$ cat config.mk
export PLATFORM = sky130hd
export DESIGN_NAME = id_stage
export DESIGN_NICKNAME = d
export VERILOG_FILES = /design/src/rtl/id_stage.sv
export SDC_FILE = /design/constraint.sdc
export NUM_CORES = 1
export LEC_CHECK = 0
export ABC_AREA = 1
export CORE_UTILIZATION = 55
export CTS_CLUSTER_SIZE = 24
export DETAILED_ROUTE_END_ITERATION = 16
export DONT_BUFFER_PORTS = 1
export GPL_TIMING_DRIVEN = 0
export PLACE_DENSITY = 0.7
export SYNTH_ARGS = -nofsm -noshare
export SYNTH_HDL_FRONTEND = slang
export SYNTH_SLANG_ARGS = --single-unit
$ cat constraint.sdc
create_clock -name clk -period 1.8 [get_ports clk]
set_input_delay 0.54 -clock clk [delete_from_list [all_inputs] [get_ports clk]]
set_output_delay 0.54 -clock clk [all_outputs]
set_load 0.01 [all_outputs]
$ cat src/rtl/id_stage.sv
// id_stage: decode stage with 8-entry register scoreboard for RAW hazards.
// Decodes the IF/ID word, stalls on busy sources, issues to the ID/EX latch.
// Ports:
//   clk, rst            clock, synchronous active-high reset
//   if_id_valid/instr   incoming instruction word and its valid flag
//   flush               discard the instruction being decoded
//   wb_en, wb_rd        writeback completing this cycle
//   id_*                registered decoded fields to ID/EX (NOP = 5'h1F)
//   id_stall            combinational hold request to IF and IF/ID
//   stall_count         saturating stall-cycle counter
// Optional feature macro: ID_STALL_CNT_EN enables the stall_count register;
// when undefined stall_count is tied to 8'h00.
module id_stage (
  input  logic        clk,
  input  logic        rst,
  input  logic        if_id_valid,
  input  logic [15:0] if_id_instr,
  input  logic        flush,
  input  logic        wb_en,
  input  logic [2:0]  wb_rd,
  output logic [4:0]  id_opcode,
  output logic        id_addressing_mode,
  output logic [2:0]  id_rd,
  output logic [2:0]  id_rs1,
  output logic [2:0]  id_rs2,
  output logic [3:0]  id_data_mem,
  output logic [5:0]  id_instruction_mem,
  output logic [2:0]  id_s_r_amount,
  output logic        id_valid,
  output logic        id_stall,
  output logic [7:0]  stall_count
);

  localparam logic [4:0] NOP = 5'h1F;

  logic [4:0] dec_op;
  logic       dec_mode;
  logic [2:0] dec_rd;
  logic [2:0] dec_rs1;
  logic [2:0] dec_rs2;

  assign dec_op   = if_id_instr[15:11];
  assign dec_mode = if_id_instr[10];
  assign dec_rd   = if_id_instr[9:7];
  assign dec_rs1  = if_id_instr[6:4];
  assign dec_rs2  = if_id_instr[3:1];

  logic is_writer;
  logic rd_rs1;
  logic rd_rs2;

  assign is_writer = dec_op < 5'h18;
  assign rd_rs1    = dec_op < 5'h1C;
  assign rd_rs2    = rd_rs1 && !dec_mode;

  logic [7:0] busy_q;
  logic [7:0] busy_d;
  logic [7:0] wb_mask;
  logic [7:0] set_mask;
  logic [7:0] eff_busy;

  // A writeback landing this cycle already releases its register.
  assign wb_mask  = wb_en ? (8'h01 << wb_rd) : 8'h00;
  assign eff_busy = busy_q & ~wb_mask;

  logic hazard;
  logic live;
  logic issue;

  assign hazard = (rd_rs1 && eff_busy[dec_rs1]) ||
                  (rd_rs2 && eff_busy[dec_rs2]);
  assign live   = if_id_valid && !flush;
  assign issue  = live && !hazard;

  assign id_stall = live && hazard;

  // OR-ing the set after the clear makes the new issue win on overlap.
  assign set_mask = (issue && is_writer) ? (8'h01 << dec_rd) : 8'h00;
  assign busy_d   = eff_busy | set_mask;

  always_ff @(posedge clk) begin
    if (rst) begin
      busy_q             <= '0;
      id_valid           <= 1'b0;
      id_opcode          <= NOP;
      id_addressing_mode <= 1'b0;
      id_rd              <= '0;
      id_rs1             <= '0;
      id_rs2             <= '0;
      id_data_mem        <= '0;
      id_instruction_mem <= '0;
      id_s_r_amount      <= '0;
    end else begin
      busy_q <= busy_d;
      if (issue) begin
        id_valid           <= 1'b1;
        id_opcode          <= dec_op;
        id_addressing_mode <= dec_mode;
        id_rd              <= dec_rd;
        id_rs1             <= dec_rs1;
        id_rs2             <= dec_rs2;
        id_data_mem        <= if_id_instr[3:0];
        id_instruction_mem <= if_id_instr[5:0];
        id_s_r_amount      <= if_id_instr[3:1];
      end else begin
        id_valid           <= 1'b0;
        id_opcode          <= NOP;
        id_addressing_mode <= 1'b0;
        id_rd              <= '0;
        id_rs1             <= '0;
        id_rs2             <= '0;
        id_data_mem        <= '0;
        id_instruction_mem <= '0;
        id_s_r_amount      <= '0;
      end
    end
  end

`ifdef ID_STALL_CNT_EN
  logic [7:0] cnt_q;
  logic [7:0] cnt_d;

  always_comb begin
    cnt_d = cnt_q;
    if (id_stall && cnt_q != 8'hFF)
      cnt_d = cnt_q + 8'd1;
  end

  always_ff @(posedge clk) begin
    if (rst) cnt_q <= '0;
    else     cnt_q <= cnt_d;
  end

  assign stall_count = cnt_q;
`else
  assign stall_count = 8'h00;
`endif

endmodule

== Word level (Yosys, flattened, before mapping) ==
Cells that the tools add are included.

* Bitwise operators: 4
* Shifts and indexed selects: 2
* Reductions and logical operators: 12
* Mux-type cells: 7
* Magnitude comparators: 4

{| class="wikitable"
|+ Operators with widths
! kind !! count
|-
| $mux 8 || 2
|-
| $shl 1x3->8 const A || 2
|-
| $lt 5x5->1 const B || 2
|-
| $and 8x8->8 || 1
|-
| $lt 3x4->1 const B || 2
|-
| $not 8->8 || 1
|-
| $or 8x8->8 || 1
|-
| $logic_and 1x1->1 || 7
|-
| $bmux 1 s3 || 2
|-
| $logic_not 1->1 || 3
|-
| $mux 1 || 3
|-
| $reduce_or 2->1 || 1
|-
| $logic_or 1x1->1 || 1
|-
| $not 1->1 || 1
|}

* Output and inout port bits: 38
* Input bits: 24
* Flip-flop bits (word level): 34

== Logic depth before layout (Yosys ltp) ==
Gate-level depths: netlist (run 1).

* Word-level depth: 13
* Mapped depth: 13
* Depth with buffers taken out: 12

== Least setup slack after synthesis (run 1) ==
Ideal clock, no wire load.

* Path kind: input-to-output
* Start: in wb_en
* End: out id_stall
* Stages on the path: 9
* Arrival: 1.311 ns
* Data required time: 1.260 ns
* Path slack: -0.051 ns
* Cell sequence: nand2_1 inv_2 nand2_1 nand3_1 nand3_1 nand2_1 nand2_1 nand3_2 a21oi_1

* Cells in the longest elaborated chain, start to end: 8
* Elaborated cells on any way between the ends: 11
* Classes of those cells: 5 x mux; 2 x bitwise; 4 x reduce/logical

{| class="wikitable"
|+ Ends and longest elaborated chain
! element !! line !! source
|-
| start, declared || 19 || <nowiki>input logic wb_en,</nowiki>
|-
| $mux 8 (*) || 63 || <nowiki>assign wb_mask = wb_en ? (8'h01 << wb_rd) : 8'h00;</nowiki>
|-
| $not 8->8 (*) || 64 || <nowiki>assign eff_busy = busy_q & ~wb_mask;</nowiki>
|-
| $and 8x8->8 (*) || 64 ||
|-
| $bmux 1 s3, on equally long branches || 70, 71 ||
|-
| $mux 1, on equally long branches || 70, 71 ||
|-
| $logic_and 1x1->1, on equally long branches || 70, 71 ||
|-
| $logic_or 1x1->1 (*) || 70 || <nowiki>assign hazard = (rd_rs1 && eff_busy[dec_rs1]) ||</nowiki>
|-
| $logic_and 1x1->1 (*) || 75 || <nowiki>assign id_stall = live && hazard;</nowiki>
|-
| end, declared || 30 || <nowiki>output logic id_stall,</nowiki>
|}

Every way passes the cells marked *; elsewhere a longest branch is shown, timed or not. The select of a mux whose other input is x is not followed.

== Final worst setup path (run 1) ==
* Start: in wb_rd[1]
* End: out id_stall

* Cells in the longest elaborated chain, start to end: 9
* Elaborated cells on any way between the ends: 12
* Classes of those cells: 1 x shift; 5 x mux; 2 x bitwise; 4 x reduce/logical

{| class="wikitable"
|+ Ends and longest elaborated chain
! element !! line !! source
|-
| start, declared || 20 || <nowiki>input logic [2:0] wb_rd,</nowiki>
|-
| $shl 1x3->8 (*) || 63 ||
|-
| $mux 8 (*) || 63 ||
|-
| $not 8->8 (*) || 64 ||
|-
| $and 8x8->8 (*) || 64 ||
|-
| $bmux 1 s3, on equally long branches || 70, 71 ||
|-
| $mux 1, on equally long branches || 70, 71 ||
|-
| $logic_and 1x1->1, on equally long branches || 70, 71 ||
|-
| $logic_or 1x1->1 (*) || 70 ||
|-
| $logic_and 1x1->1 (*) || 75 ||
|}

Marks and branches as above.

==> results of run 1 <==
-- where the power goes --
part | leakage (nW) | internal, mW | total, mW | switching, mW
logic | 0.491 | 0.0693 | 0.163 | 0.0938
clock network | 0.0150 | 0.0868 | 0.245 | 0.158
registers | 0.207 | 0.563 | 0.574 | 0.0108
total | 0.713 | 0.719 | 0.982 | 0.263
-- path summary, 6_finish.rpt --
check | slack [ns] | cells after the start | to
worst max register to register | 0.22 | 12 | id_rs1[0]
worst min register to register | 0.50 | 2 | busy_q[4]
worst min-delay path | 0.31 | 1 | id_opcode[4]
worst max-delay path | -0.03 | 9 | id_stall
-- layer usage --
layer / up-vias / routed length (um)
li1: 550 / -
met1: 474 / 1115
met2: 47 / 1423
met3: 5 / 168
met4: 0 / 51
met5: - / 0
-- placed cells by master, fill, tap and decap left out --
| cell type | n |
|---|---|
| sky130_fd_sc_hd__clkbuf_1 | 2 |
| sky130_fd_sc_hd__nor3_4 | 1 |
| sky130_fd_sc_hd__nor2_4 | 5 |
| sky130_fd_sc_hd__or2_1 | 5 |
| sky130_fd_sc_hd__a21oi_1 | 8 |
| sky130_fd_sc_hd__a21oi_4 | 1 |
| sky130_fd_sc_hd__inv_2 | 3 |
| sky130_fd_sc_hd__nand2_8 | 1 |
| sky130_fd_sc_hd__nor3_1 | 8 |
| sky130_fd_sc_hd__clkinvlp_4 | 1 |
| sky130_fd_sc_hd__dfxtp_1 | 17 |
| sky130_fd_sc_hd__inv_4 | 2 |
| sky130_fd_sc_hd__nand2_4 | 6 |
| sky130_fd_sc_hd__nand3_2 | 12 |
| sky130_fd_sc_hd__nand3_1 | 20 |
| sky130_fd_sc_hd__clkbuf_4 | 3 |
| sky130_fd_sc_hd__inv_6 | 1 |
| sky130_fd_sc_hd__buf_6 | 1 |
| sky130_fd_sc_hd__nor2_1 | 6 |
| sky130_fd_sc_hd__conb_1 | 8 |
| sky130_fd_sc_hd__nand2_2 | 11 |
| sky130_fd_sc_hd__buf_4 | 27 |
| sky130_fd_sc_hd__dfxtp_2 | 7 |
| sky130_fd_sc_hd__nor2_2 | 5 |
| sky130_fd_sc_hd__nand2_1 | 14 |
| sky130_fd_sc_hd__dfxtp_4 | 1 |
| sky130_fd_sc_hd__inv_1 | 12 |
-- critical path: stages --
cell,delay (ns)
sky130_fd_sc_hd__inv_2,0.04
sky130_fd_sc_hd__nor2_4,0.04
sky130_fd_sc_hd__nand2_2,0.08
sky130_fd_sc_hd__nand2_2,0.07
sky130_fd_sc_hd__nand2_1,0.06
sky130_fd_sc_hd__nand3_1,0.10
sky130_fd_sc_hd__nand3_2,0.07
sky130_fd_sc_hd__nand3_2,0.09
sky130_fd_sc_hd__a21oi_4,0.19
-- layout make-up --
cell class,count,area (um2)
multi-input cells,111,713.2
flip-flops and latches,25,513.0
well taps,27,33.78
clock buffers,4,26.28
inverters,19,85.08
fillers,162,473.0
plain buffers,22,165.2
repair buffers,7,52.55
-- flip-flops by register name (all words and copies together) (netlist names) --
register	count
id_valid	1
id_data_mem	3
id_rs1	3
id_instruction_mem	1
id_addressing_mode	1
id_rd	3
id_opcode	5
busy_q	8
-- cells by family (layout without fill, tap and decap cells) --
| family | count (synthesis) | in the layout | synth area share (%) |
|---|---|---|---|
| buffers and inverters | 41 | 52 | 18.75 |
| AO/OA/AOI/OAI | 9 | 9 | 3.571 |
| AND/OR/NAND/NOR | 94 | 94 | 37.70 |
| other | 1 | 8 | 0.2973 |
| flip-flops | 25 | 25 | 39.68 |
-- what timing repair did --
item / 4_1_cts / 5_1_grt
cloned: 0 / 0
pin swaps: 21 / 7
resized for setup: 45 / 12
endpoints found under the setup margin: 1 / 1
setup buffers: 6 / 1
hold buffers: 0 / 0
==> report_table.html, run 1 <==
<table>
<tr><th>Metric</th><th>Value</th></tr>
<tr><th colspan="2">Run status</th></tr>
<tr><td>Outcome</td><td>finished with violations</td></tr>
<tr><td>Violated checks</td><td>setup timing</td></tr>
<tr><th colspan="2">Global routing</th></tr>
<tr><td>Total global routing track utilization</td><td>23.19%</td></tr>
<tr><td>Antenna violations before repair</td><td>0</td></tr>
<tr><td>Global-route met1 utilization</td><td>26.33%</td></tr>
<tr><td>GR Util met2</td><td>42.57%</td></tr>
<tr><td>Grt met3 use</td><td>4.938%</td></tr>
<tr><td>Pin count of the biggest net entering global routing</td><td>14</td></tr>
<tr><td>Busiest grt layer</td><td>met2</td></tr>
<tr><td>Via count of the first global-routing pass</td><td>1032</td></tr>
<tr><td>Global-route wire length before repair</td><td>4.333 mm</td></tr>
<tr><td>Overflow after GRT</td><td>0</td></tr>
<tr><th colspan="2">Logic synthesis</th></tr>
<tr><td>#FFs+latches synth</td><td>25</td></tr>
<tr><td>Top post-synthesis cells by count</td><td>31 x sky130_fd_sc_hd__nand2_1, 30 x sky130_fd_sc_hd__nand3_1, 25 x sky130_fd_sc_hd__dfxtp_1</td></tr>
<tr><td>Number of flops mapped to enable cells by yosys</td><td>0</td></tr>
<tr><td>Cells after Synth</td><td>170</td></tr>
<tr><td>Yosys top cell by area</td><td>sky130_fd_sc_hd__dfxtp_1</td></tr>
<tr><td>Synth warnings</td><td>0</td></tr>
<tr><td>Share of synthesized registers carrying an async set or reset</td><td>0%</td></tr>
<tr><td>Cell types occupying the most area after synthesis</td><td>sky130_fd_sc_hd__dfxtp_1 40%, sky130_fd_sc_hd__buf_4 12%, sky130_fd_sc_hd__nand3_1 12%</td></tr>
<tr><td>Sequential element share of the synthesized area</td><td>39.68%</td></tr>
<tr><td>Synth Area per Inst</td><td>7.419 um2</td></tr>
<tr><td>Fraction of post-synthesis cell area in the top cell type by area</td><td>39.68%</td></tr>
<tr><td>Netlist Area Pre-Place</td><td>1261 um2</td></tr>
<tr><td>Synth cell types</td><td>18</td></tr>
<tr><td>Top FF cell, synth</td><td>sky130_fd_sc_hd__dfxtp_1</td></tr>
<tr><td>Most instantiated library cell after synthesis</td><td>sky130_fd_sc_hd__nand2_1</td></tr>
<tr><th colspan="2">Die</th></tr>
<tr><td>IO Count</td><td>62</td></tr>
<tr><td>Effective utilization at floorplan</td><td>61.17%</td></tr>
<tr><td>Die X</td><td>49.89 um</td></tr>
<tr><td>Vert. Die Dim</td><td>49.89 um</td></tr>
<tr><td>Die area</td><td>2489 um2</td></tr>
<tr><td>Placement Rows</td><td>16</td></tr>
<tr><td>Area of the core</td><td>2062 um2</td></tr>
<tr><th colspan="2">Timing</th></tr>
<tr><td>Setup repair after global routing missed its margin</td><td>true</td></tr>
<tr><td>Pins over their slew limit</td><td>0</td></tr>
<tr><td>Part of the cycle the worst path needs</td><td>101.6%</td></tr>
<tr><td>Smallest hold slack</td><td>0.3117 ns</td></tr>
<tr><td>Final setup skew</td><td>0.001562 ns</td></tr>
<tr><td>Time the worst path needs with I/O delays and setup</td><td>1.829 ns</td></tr>
<tr><td>Setup TNS after final layout</td><td>-0.02892 ns</td></tr>
<tr><td>Slack of the critical path</td><td>-0.02892 ns</td></tr>
<tr><td>Final-report setup violation count</td><td>1</td></tr>
<tr><td>Number of hold-slack violations in the final timing report</td><td>0</td></tr>
<tr><td>Max frequency</td><td>0.5468 GHz</td></tr>
<tr><th colspan="2">Clocking</th></tr>
<tr><td>TritonCTS clock tree</td><td>yes</td></tr>
<tr><td>H-tree Lvls</td><td>1</td></tr>
<tr><td>Clock Tree Root</td><td>sky130_fd_sc_hd__clkbuf_4</td></tr>
<tr><td>Clock buffer count from CTS</td><td>3</td></tr>
<tr><td>CTS sink cnt</td><td>25</td></tr>
<tr><td>Clock Pin Slew Worst Setup and Hold Paths</td><td>0.12 ns</td></tr>
<tr><td>Clock Path Buffers</td><td>2</td></tr>
<tr><td>Clock latency on the worst-skew pair</td><td>0.32 ns</td></tr>
<tr><th colspan="2">Setup path</th></tr>
<tr><td>Max FO, Critical Path</td><td>4</td></tr>
<tr><td>Endpoint class of the critical path</td><td>output pin</td></tr>
<tr><td>Launching point of the worst reg2reg path</td><td>busy_q[6]</td></tr>
<tr><td>CP Class</td><td>in -&gt; out</td></tr>
<tr><td>Startpoint of the most critical setup path</td><td>wb_rd[1]</td></tr>
<tr><td>Data required time at the worst endpoint</td><td>1.26 ns</td></tr>
<tr><td>Crit path DAT</td><td>1.29 ns</td></tr>
<tr><td>Critical Path Source Type</td><td>input port</td></tr>
<tr><th colspan="2">Detailed routing</th></tr>
<tr><td>Drt first pass iters</td><td>4</td></tr>
<tr><td>Drc violations</td><td>0</td></tr>
<tr><td>Count of nets left with antenna violations after detail routing</td><td>0</td></tr>
<tr><td>Post-detailed-route wirelength per cell</td><td>12.83 um</td></tr>
<tr><td>Vias post-DR</td><td>1076</td></tr>
<tr><td>Routed wire length</td><td>2.758 mm</td></tr>
<tr><td>Number of DRC markers in iteration 0</td><td>25</td></tr>
<tr><td>Via-per-instance ratio</td><td>5.005</td></tr>
<tr><th colspan="2">Hold path</th></tr>
<tr><td>Hold path startpoint</td><td>if_id_instr[15]</td></tr>
<tr><td>Type of the worst min-delay path</td><td>in -&gt; reg</td></tr>
<tr><th colspan="2">Power and ir drop</th></tr>
<tr><td>Leakage</td><td>0.7131 nW</td></tr>
<tr><td>Power density over cell area</td><td>618.0 nW/um2</td></tr>
<tr><td>Worst IR Drop VDD</td><td>0.5308 mV</td></tr>
<tr><td>Total Power Consumption</td><td>0.9820 mW</td></tr>
<tr><th colspan="2">Final layout</th></tr>
<tr><td>Final instance count without filler cells</td><td>215</td></tr>
<tr><td>Fraction of the core area covered by cells at the end of the flow</td><td>77.06%</td></tr>
<tr><td>Final Instance Area</td><td>1589 um2</td></tr>
<tr><td>Signed area change from the synthesized netlist to the final layout</td><td>25.99%</td></tr>
<tr><td>Net count, final</td><td>213</td></tr>
<tr><td>Share of cells above drive strength 1</td><td>46.81%</td></tr>
<tr><td>Total inserted antenna cells</td><td>0</td></tr>
<tr><th colspan="2">Flow run</th></tr>
<tr><td>MaxCap Viol Count</td><td>0</td></tr>
<tr><th colspan="2">Placement</th></tr>
<tr><td>Count of placed standard cells including taps</td><td>204</td></tr>
<tr><td>Detailed placer's ending HPWL</td><td>2.121 mm</td></tr>
<tr><td># port buffers</td><td>0</td></tr>
<tr><td>Cell area after placement</td><td>1325 um2</td></tr>
<tr><td>Pre-CTS WS</td><td>-0.1307 ns</td></tr>
<tr><td>Final weighted congestion of routability-driven global placement</td><td>0.8656</td></tr>
</table>
(Power assumes the default switching activity.)
==> run 2, diff against run 1 <==
==> constraint.sdc (replaced) <==
create_clock -name clk -period 1.8 [get_ports clk]
set_input_delay 0.36 -clock clk [delete_from_list [all_inputs] [get_ports clk]]
set_output_delay 0.36 -clock clk [all_outputs]
set_load 0.01 [all_outputs]
==> run 2 against run 1 <==
Against the previous run:
- the run now ends clean
- sequential power hardly changed
- clock power grew 5%
- flip-flop and latch count stayed put
- clock-buffer cell count decreased by 1
- first-iteration DRC count is 24% lower
- utilization is 11 points lower
- non-clock buffer count fell by 7
- power decreased by 2.5%
- global-route usage fell by 2.4 points
- via count down 2.6%
- critical path type is now reg -> out
- largest cell class unchanged
==> report_table.html, run 2 (same netlist as run 1, synthesis figures left out) <==
<table>
<tr><th>Metric</th><th>Value</th></tr>
<tr><th colspan="2">Final layout</th></tr>
<tr><td>Share of cells above drive strength 1</td><td>22.10%</td></tr>
<tr><td>Regs by FF count</td><td>busy_q: 8 flops, id_opcode: 5 flops</td></tr>
<tr><td>Register with the highest flop count</td><td>busy_q</td></tr>
<tr><td>Fraction of the core area covered by cells at the end of the flow</td><td>65.72%</td></tr>
<tr><td>Total inserted antenna cells</td><td>0</td></tr>
<tr><td>Final instance count without filler cells</td><td>208</td></tr>
<tr><td>Most common cell after layout, fill and taps aside</td><td>sky130_fd_sc_hd__nand2_1</td></tr>
<tr><td>Net count, final</td><td>206</td></tr>
<tr><td>Signed area change from the synthesized netlist to the final layout</td><td>7.440%</td></tr>
<tr><td>Top library cells by usage in the layout, fill and taps aside</td><td>31 x sky130_fd_sc_hd__nand2_1, 30 x sky130_fd_sc_hd__nand3_1, 25 x sky130_fd_sc_hd__dfxtp_1</td></tr>
<tr><td>Max reg flops</td><td>8</td></tr>
<tr><th colspan="2">Detailed routing</th></tr>
<tr><td>Post-detailed-route wirelength per cell</td><td>11.88 um</td></tr>
<tr><td>Number of DRC markers in iteration 0</td><td>19</td></tr>
<tr><td>Routed wire length</td><td>2.472 mm</td></tr>
<tr><td>Count of nets left with antenna violations after detail routing</td><td>0</td></tr>
<tr><td>Drt first pass iters</td><td>4</td></tr>
<tr><td>Drc violations</td><td>0</td></tr>
<tr><td>Vias post-DR</td><td>1048</td></tr>
<tr><td>Via-per-instance ratio</td><td>5.038</td></tr>
<tr><th colspan="2">Die</th></tr>
<tr><td>IO Count</td><td>62</td></tr>
<tr><td>Vert. Die Dim</td><td>49.89 um</td></tr>
<tr><td>Effective utilization at floorplan</td><td>61.17%</td></tr>
<tr><td>Die area</td><td>2489 um2</td></tr>
<tr><td>Die X</td><td>49.89 um</td></tr>
<tr><td>Placement Rows</td><td>16</td></tr>
<tr><td>Area of the core</td><td>2062 um2</td></tr>
<tr><th colspan="2">Timing</th></tr>
<tr><td>Final setup skew</td><td>0.006230 ns</td></tr>
<tr><td>Smallest hold slack</td><td>0.1274 ns</td></tr>
<tr><td>Setup TNS after final layout</td><td>0 ns</td></tr>
<tr><td>Setup repair after global routing missed its margin</td><td>false</td></tr>
<tr><td>Number of hold-slack violations in the final timing report</td><td>0</td></tr>
<tr><td>Max frequency</td><td>0.5932 GHz</td></tr>
<tr><td>Time the worst path needs with I/O delays and setup</td><td>1.686 ns</td></tr>
<tr><td>Pins over their slew limit</td><td>0</td></tr>
<tr><td>Final-report setup violation count</td><td>0</td></tr>
<tr><td>Part of the cycle the worst path needs</td><td>93.65%</td></tr>
<tr><th colspan="2">Setup path</th></tr>
<tr><td>Max FO, Critical Path</td><td>3</td></tr>
<tr><td>Endpoint class of the critical path</td><td>output pin</td></tr>
<tr><td>Crit path DAT</td><td>1.33 ns</td></tr>
<tr><td>CP Class</td><td>reg -&gt; out</td></tr>
<tr><td>Data required time at the worst endpoint</td><td>1.44 ns</td></tr>
<tr><td>Critical Path Source Type</td><td>register</td></tr>
<tr><th colspan="2">Clocking</th></tr>
<tr><td>Clock Path Buffers</td><td>2</td></tr>
<tr><td>Clock buffer count from CTS</td><td>3</td></tr>
<tr><td>CTS sink cnt</td><td>25</td></tr>
<tr><td>Post-CTS setup buffer count</td><td>0</td></tr>
<tr><td>Clock Pin Slew Worst Setup and Hold Paths</td><td>0.14 ns</td></tr>
<tr><td>TritonCTS clock tree</td><td>yes</td></tr>
<tr><td>Clock Tree Root</td><td>sky130_fd_sc_hd__clkbuf_4</td></tr>
<tr><td>Clock latency on the worst-skew pair</td><td>0.32 ns</td></tr>
<tr><td>H-tree Lvls</td><td>1</td></tr>
<tr><th colspan="2">Power and ir drop</th></tr>
<tr><td>Worst IR Drop VDD</td><td>0.5226 mV</td></tr>
<tr><td>Leakage</td><td>0.6204 nW</td></tr>
<tr><td>Total Power Consumption</td><td>0.9578 mW</td></tr>
<tr><td>Power density over cell area</td><td>706.9 nW/um2</td></tr>
<tr><th colspan="2">Global routing</th></tr>
<tr><td>Via count of the first global-routing pass</td><td>1003</td></tr>
<tr><td>Total global routing track utilization</td><td>20.77%</td></tr>
<tr><td>Global-route wire length before repair</td><td>4.029 mm</td></tr>
<tr><td>Pin count of the biggest net entering global routing</td><td>16</td></tr>
<tr><td>Antenna violations before repair</td><td>0</td></tr>
<tr><td>Overflow after GRT</td><td>0</td></tr>
<tr><th colspan="2">Flow run</th></tr>
<tr><td>MaxCap Viol Count</td><td>0</td></tr>
<tr><th colspan="2">Placement</th></tr>
<tr><td>Count of placed standard cells including taps</td><td>204</td></tr>
<tr><td>Final weighted congestion of routability-driven global placement</td><td>0.8038</td></tr>
<tr><td># port buffers</td><td>0</td></tr>
<tr><td>Detailed placer's ending HPWL</td><td>2.018 mm</td></tr>
<tr><th colspan="2">Run status</th></tr>
<tr><td>Outcome</td><td>complete, no violations</td></tr>
<tr><th colspan="2">Hold path</th></tr>
<tr><td>Type of the worst min-delay path</td><td>in -&gt; reg</td></tr>
</table>
-- run 2: stage by stage --
stage | setup WS, ns | instance area [um2]
finish | 0.1143 | 1355
global route | 0.01778 | 1355
CTS | 0.03918 | 1351
detailed placement | 0.1629 | 1321
global placement | 0.1670 | 1321
floorplan | 0.3095 | 1287
-- run 2: critical path, stage by stage (launching register included) --
cell and delay (ns):
sky130_fd_sc_hd__dfxtp_1 0.39, sky130_fd_sc_hd__nand3_1 0.10, sky130_fd_sc_hd__nand3_1 0.07, sky130_fd_sc_hd__nand2_1 0.06, sky130_fd_sc_hd__nand2_1 0.07, sky130_fd_sc_hd__nand3_2 0.12, sky130_fd_sc_hd__a21oi_2 0.20
-- run 2: final timing paths --
kind | startpoint | end | slack [ns] | cells past startpoint
worst max register to register | busy_q[5] | id_data_mem[0] | 0.41 | 10
worst min-delay path | if_id_instr[11] | id_opcode[0] | 0.13 | 1
worst max-delay path | busy_q[5] | id_stall | 0.11 | 6
worst min register to register | busy_q[7] | busy_q[7] | 0.51 | 2
-- run 2: final cells by class --
cell class	count	area, um2
Buffer	22	165.2
Clock buffer	3	22.52
Clock inverter	1	7.507
Fill cell	191	706.9
Inverter	19	71.32
Multi-Input combinational cell	111	554.3
Sequential cell	25	500.5
Tap cell	27	33.78
-- run 2: routing by layer --
layer,share of wire [%],global-route usage [%]
met1,43,25.28
met2,47,34.68
met5,0,0
met3,9.4,7.099
met4,0.40,5.238
-- run 2: power breakdown --
part           leakage (nW)  total (mW)  internal, mW  switching [mW]
sequential            0.202       0.575         0.564          0.0104
clock                0.0139       0.257        0.0847           0.172
combinational         0.404       0.126        0.0491          0.0768
-- run 2: repair_timing --
action / 4_1_cts / 5_1_grt
setup endpoints to repair: 0 / 1
hold buffers: 0 / 0
gates resized for setup: 0 / 1
